$ cat config.mk
export PLATFORM = sky130hd
export DESIGN_NAME = sram_fifo_ctrl
export DESIGN_NICKNAME = d
export VERILOG_FILES = /design/src/rtl/sram_fifo_pkg.sv /design/src/rtl/sram_fifo_ctrl_mod_ptr.sv /design/src/rtl/sram_fifo_ctrl.sv
export SDC_FILE = /design/constraint.sdc
export NUM_CORES = 1
export LEC_CHECK = 0
export ABC_AREA = 1
export CAP_MARGIN = 20
export CORE_ASPECT_RATIO = 0.9
export CORE_UTILIZATION = 28
export CTS_CLUSTER_SIZE = 40
export DETAILED_ROUTE_END_ITERATION = 10
export SETUP_SLACK_MARGIN = 0.5
export SLEW_MARGIN = 10
export SYNTH_ARGS = -nofsm -noshare
export SYNTH_HDL_FRONTEND = slang
export SYNTH_SLANG_ARGS = --single-unit
$ cat constraint.sdc
create_clock -name clk -period 3.3 [get_ports clk]
set_input_delay 0.66 -clock clk [delete_from_list [all_inputs] [get_ports clk]]
set_output_delay 0.66 -clock clk [all_outputs]
set_load 0.1 [all_outputs]
$ cat src/rtl/sram_fifo_pkg.sv
// Shared defaults for the SRAM-backed FIFO controller and the s_ram it drives.
package sram_fifo_pkg;

  localparam int DATA_W_DEF = 8;
  localparam int ADDR_W_DEF = 10;
  localparam int DEPTH_DEF  = 50;
  localparam int CNT_W_DEF  = 7;

  // Minimum occupancy counter width able to represent RAM words plus the two staging slots.
  function automatic int cnt_width(input int depth);
    return $clog2(depth + 3);
  endfunction

endpackage

$ cat src/rtl/sram_fifo_ctrl_mod_ptr.sv
// Modulo-DEPTH incrementing pointer with synchronous reset and increment enable.
module mod_ptr
  import sram_fifo_pkg::*;
#(
  parameter int ADDR_W = ADDR_W_DEF,
  parameter int DEPTH  = DEPTH_DEF
) (
  input  logic              clk,
  input  logic              rst,
  input  logic              inc,
  output logic [ADDR_W-1:0] ptr
);

  // Pointer register: wraps from DEPTH-1 back to 0 so it never leaves the used window.
  always_ff @(posedge clk) begin
    if (rst) begin
      ptr <= {ADDR_W{1'b0}};
    end else if (inc) begin
      if (ptr == ADDR_W'(DEPTH - 1)) begin
        ptr <= {ADDR_W{1'b0}};
      end else begin
        ptr <= ptr + ADDR_W'(1);
      end
    end else begin
      ptr <= ptr;
    end
  end

endmodule

$ cat src/rtl/sram_fifo_ctrl.sv
// First-word-fall-through FIFO built on a single-port SRAM; reads take priority
// over writes and each read lands in a registered output stage one cycle later.
module sram_fifo_ctrl
  import sram_fifo_pkg::*;
#(
  parameter int DATA_W = DATA_W_DEF,
  parameter int ADDR_W = ADDR_W_DEF,
  parameter int DEPTH  = DEPTH_DEF,
  parameter int CNT_W  = CNT_W_DEF
) (
  input  logic              clk,
  input  logic              rst,
  input  logic              in_valid,
  input  logic [DATA_W-1:0] in_data,
  output logic              in_ready,
  output logic              out_valid,
  output logic [DATA_W-1:0] out_data,
  input  logic              out_ready,
  output logic [CNT_W-1:0]  count,
  output logic              full,
  output logic              empty,
  output logic [ADDR_W-1:0] ram_addr,
  output logic [DATA_W-1:0] ram_din,
  output logic              ram_wr,
  output logic              ram_cs,
  input  logic [DATA_W-1:0] ram_dout
);

  logic [ADDR_W-1:0] wr_ptr_s;
  logic [ADDR_W-1:0] rd_ptr_s;
  logic [CNT_W-1:0]  ram_cnt_r;
  logic              rd_pend_r;
  logic              rd_gnt_s;
  logic              push_s;

  assign rd_gnt_s = (ram_cnt_r != {CNT_W{1'b0}}) && !rd_pend_r && !out_valid;
  assign in_ready = (ram_cnt_r != CNT_W'(DEPTH)) && !rd_gnt_s;
  assign push_s   = in_valid && in_ready;

  assign count = ram_cnt_r + {{(CNT_W-1){1'b0}}, rd_pend_r} + {{(CNT_W-1){1'b0}}, out_valid};
  assign full  = (ram_cnt_r == CNT_W'(DEPTH));
  assign empty = (count == {CNT_W{1'b0}});

  mod_ptr #(.ADDR_W(ADDR_W), .DEPTH(DEPTH)) u_wr_ptr (
    .clk (clk),
    .rst (rst),
    .inc (push_s),
    .ptr (wr_ptr_s)
  );

  mod_ptr #(.ADDR_W(ADDR_W), .DEPTH(DEPTH)) u_rd_ptr (
    .clk (clk),
    .rst (rst),
    .inc (rd_gnt_s),
    .ptr (rd_ptr_s)
  );

  // RAM port mux: read grant wins, otherwise an accepted push, otherwise idle zeros.
  always_comb begin
    ram_cs   = 1'b0;
    ram_wr   = 1'b0;
    ram_addr = {ADDR_W{1'b0}};
    ram_din  = {DATA_W{1'b0}};
    if (rd_gnt_s) begin
      ram_cs   = 1'b1;
      ram_addr = rd_ptr_s;
    end else if (push_s) begin
      ram_cs   = 1'b1;
      ram_wr   = 1'b1;
      ram_addr = wr_ptr_s;
      ram_din  = in_data;
    end else begin
      ram_cs   = 1'b0;
    end
  end

  // RAM occupancy: push and read grant are mutually exclusive by construction.
  always_ff @(posedge clk) begin
    if (rst) begin
      ram_cnt_r <= {CNT_W{1'b0}};
    end else begin
      case ({push_s, rd_gnt_s})
        2'b10:   ram_cnt_r <= ram_cnt_r + CNT_W'(1);
        2'b01:   ram_cnt_r <= ram_cnt_r - CNT_W'(1);
        default: ram_cnt_r <= ram_cnt_r;
      endcase
    end
  end

  // Read-in-flight flag and output stage; capture has priority over pop.
  always_ff @(posedge clk) begin
    if (rst) begin
      rd_pend_r <= 1'b0;
      out_valid <= 1'b0;
      out_data  <= {DATA_W{1'b0}};
    end else begin
      rd_pend_r <= rd_gnt_s;
      if (rd_pend_r) begin
        out_valid <= 1'b1;
        out_data  <= ram_dout;
      end else if (out_valid && out_ready) begin
        out_valid <= 1'b0;
        out_data  <= out_data;
      end else begin
        out_valid <= out_valid;
        out_data  <= out_data;
      end
    end
  end

endmodule
==> results_dict.tcl, run 1 <==
set metrics [dict create \
    fin_skew_ns 0.00940 \
    drtAntennaViolNets 0 \
    min_period_ns 2.93 \
    cap_violations 0 \
    num_rows 32 \
    critPathMaxStageDelay_ns 0.38 \
    nFillCells 869 \
    hold_violations 0 \
    track_usage_pct 15.1 \
    port_buffers 58 \
    numCtsBuffers 5 \
    multiInputGateArea_sq_mm 0.00171 \
    cp_cell_sequence "inv_2 -> fa_2 -> inv_2 -> ha_4 -> nand3_4 -> xor2_4 -> or2_4 -> nor3_4 -> buf_12" \
    drt_pass1_iterations 4 \
    cts_hold_buf 0 \
    vias_per_cell 4.49 \
    synth_fp_nets 428 \
    nNetsFinal 487 \
    io_pins 59 \
    htreeDepth 2 \
    dieArea_sq_mm 0.00945 \
    clk_latency_ns 0.30 \
    ff_latch_area_sq_um 749 \
    worstRegToRegCells 17 \
    setup_violations 0 \
    numClockSinks 37 \
    clk_pin_slew_ns 0.09 \
    grt_max_degree 26 \
    max_freq_mhz 342 \
    grt-ovfl-total 0 \
    ys_ff_latch 37 \
    ys_seq_area_share_pct 29.2 \
    root_buffer "clkbuf_8" \
    yosys_warnings 0 \
    place_ws_ns 0.493 \
    hold_path.class "reg2reg" \
    die_h_um 92.3 \
    r2r_slack_ns 0.70 \
    cp.required_ns 2.64 \
    worstPathArrival_ns 2.27 \
    worstMarginPinSlew_ns 0.540 \
    antenna_found_initial 0 \
    clk_path_buf_depth 2 \
    final_cell_mix "92 x nand2_1, 52 x inv_1, 45 x nor2_1, 32 x dfxtp_1, 24 x buf_12" \
    drv_slew 0 \
    finalWirelength_um 6890 \
    holdPathStages 2 \
    netlist_instances 397 \
    antennaDiodeCount 0 \
    chipWidth_um 102 \
    mostFrequentLayoutCell "nand2_1" \
    vias 2586 \
    wl_per_cell_um 12.0 \
    max-slew-margin-rel_pct 63.9 \
    area_growth_pct 49.5 \
    synth_cell_type_count 33 \
    hpwl_um 5130 \
    grt_pass1_wl_um 11300 \
    worstSetupPathType "reg2out" \
    grt_pass1_vias 2386 \
    slowest_stage "fa_2" \
    drive_above_1_share_pct 25.2 \
    start_kind "register" \
    core_area_sq_mm 0.00869 \
    rsz0062_at_grt "yes" \
    initial_core_util_pct 29.2 \
    finalCritPeriodShare_pct 88.6 \
    crit_path_max_fanout 4 \
    status "finished clean" \
    crit_path_end_kind "output pin" \
    worst-path-stages 9 \
    drt-initial-drc-count 161 \
    cpLargestDelayFamily "simple AND/OR/NAND/NOR gates" \
    cts_tree "built" \
    synth.avg_cell_area_sq_um 6.39 \
    gp_congestion 0.891 \
    drc 0 \
    cpMostUsedCell "inv_2" \
    fin_ws_ns 0.375 \
    synth_area_sq_mm 0.00254 \
    critPathBufInv 3 \
]
-- final timing paths --
path	from	end
setup reg to reg	ram_cnt_r[1]	ram_cnt_r[4]
hold / removal	u_wr_ptr.ptr[8]	u_wr_ptr.ptr[8]
setup / recovery	ram_cnt_r[0]	empty
hold reg to reg	u_wr_ptr.ptr[8]	u_wr_ptr.ptr[8]
-- synth_stat cells --
library cell / instances / area [sq um]
inv_1: 56 / 210
o21ai_1: 2 / 10.0
buf_6: 1 / 11.3
nand3_1: 24 / 120
xor2_1: 15 / 131
nand3b_1: 2 / 15.0
nand2_4: 1 / 11.3
nand2_2: 7 / 43.8
ha_1: 10 / 125
clkbuf_1: 5 / 18.8
nand3_4: 1 / 17.5
or2_2: 1 / 6.26
o22ai_1: 5 / 31.3
buf_1: 1 / 3.75
nor3_1: 11 / 55.1
nor2_4: 1 / 11.3
fa_1: 1 / 20.0
inv_4: 1 / 6.26
inv_2: 3 / 11.3
xnor2_1: 2 / 17.5
dfxtp_1: 37 / 741
a211oi_1: 1 / 7.51
a21oi_1: 22 / 110
o21a_1: 1 / 7.51
o21ai_0: 14 / 70.1
buf_2: 7 / 35.0
nand4_1: 10 / 62.6
a21oi_2: 5 / 43.8
o21bai_1: 1 / 7.51
buf_4: 2 / 15.0
nand4_2: 1 / 12.5
nand2_1: 92 / 345
nor2_1: 54 / 203
-- logic make-up after synthesis --
logic type               after synthesis  synth area share [%]
AND/OR/NAND/NOR                      205                  35.6
buffers and inverters                 76                  12.3
XOR/XNOR                              17                  5.87
AO/OA/AOI/OAI                         51                  11.3
flip-flops                            37                  29.2
adder cells (fa/ha/maj)               11                  5.72
-- layer usage --
layer  up-vias  part of all wire, %  global-route usage, %
li1       1369                    -                      -
met1      1162                   48                   20.4
met2        53                   48                   24.7
met3         2                  4.0                   2.87
met4         0                 0.42                   3.57
met5         -                    0                      0
-- worst register-to-register path, delay by kind of cell, from the launching register on --
family	cells	cell delay, ns
AOI/OAI and AO/OA	1	0.19
adders and majority gates	2	0.51
DFF	1	0.39
and+or+nand+nor	11	1.28
buffers and inverters	3	0.13
-- through the flow --
step           TNS [ns]  hold WS (ns)  util [%]  instances  instance area (sq um)
6_report              0         0.487      43.6        576                   3790
2_1_floorplan   -0.0831         0.455         -        397                   2720
3_5_place_dp          0         0.473      41.6        564                   3620
3_3_place_gp          0         0.468      41.6        564                   3620
5_1_grt               0         0.491      43.6        576                   3790
4_1_cts               0         0.485      43.3        574                   3760
-- registers in the layout, indices dropped and copies added (netlist names) --
name / count
rd_pend_r: 1
out_data: 8
u_rd_ptr.ptr: 10
out_valid: 1
u_wr_ptr.ptr: 10
ram_cnt_r: 7
-- final cells by class --
cell class / count / area share (%)
multi-input combinational: 285 / 45.1
sequential: 37 / 19.8
inverter: 60 / 6.24
clock buffer: 5 / 1.81
clock inverter: 3 / 0.660
tap: 119 / 3.93
timing repair buffer: 67 / 22.5
-- what timing repair did --
| action | CTS | global route |
|---|---|---|
| resized for setup | 10 | 4 |
| buffers inserted | 2 | 1 |
| pin swaps | 5 | 2 |
| gates cloned | 0 | 1 |
| setup endpoints to repair | 19 | 19 |
Power of run 1 is left out: the tool's default activity adds up to more than one toggle a clock period on the data nets, which glitch-free logic cannot reach.
==> run 2: changes to the inputs <==
--- a/config.mk
+++ b/config.mk
@@ -9,6 +9,7 @@
 export CAP_MARGIN = 20
 export CORE_ASPECT_RATIO = 0.9
 export CORE_UTILIZATION = 28
+export CTS_CLUSTER_DIAMETER = 30
 export CTS_CLUSTER_SIZE = 40
 export DETAILED_ROUTE_END_ITERATION = 10
 export SETUP_SLACK_MARGIN = 0.5
==> results of run 2 <==
Final layout, timing and power as in run 1 (identical DEF).
Power of run 2 is left out for the same reason.
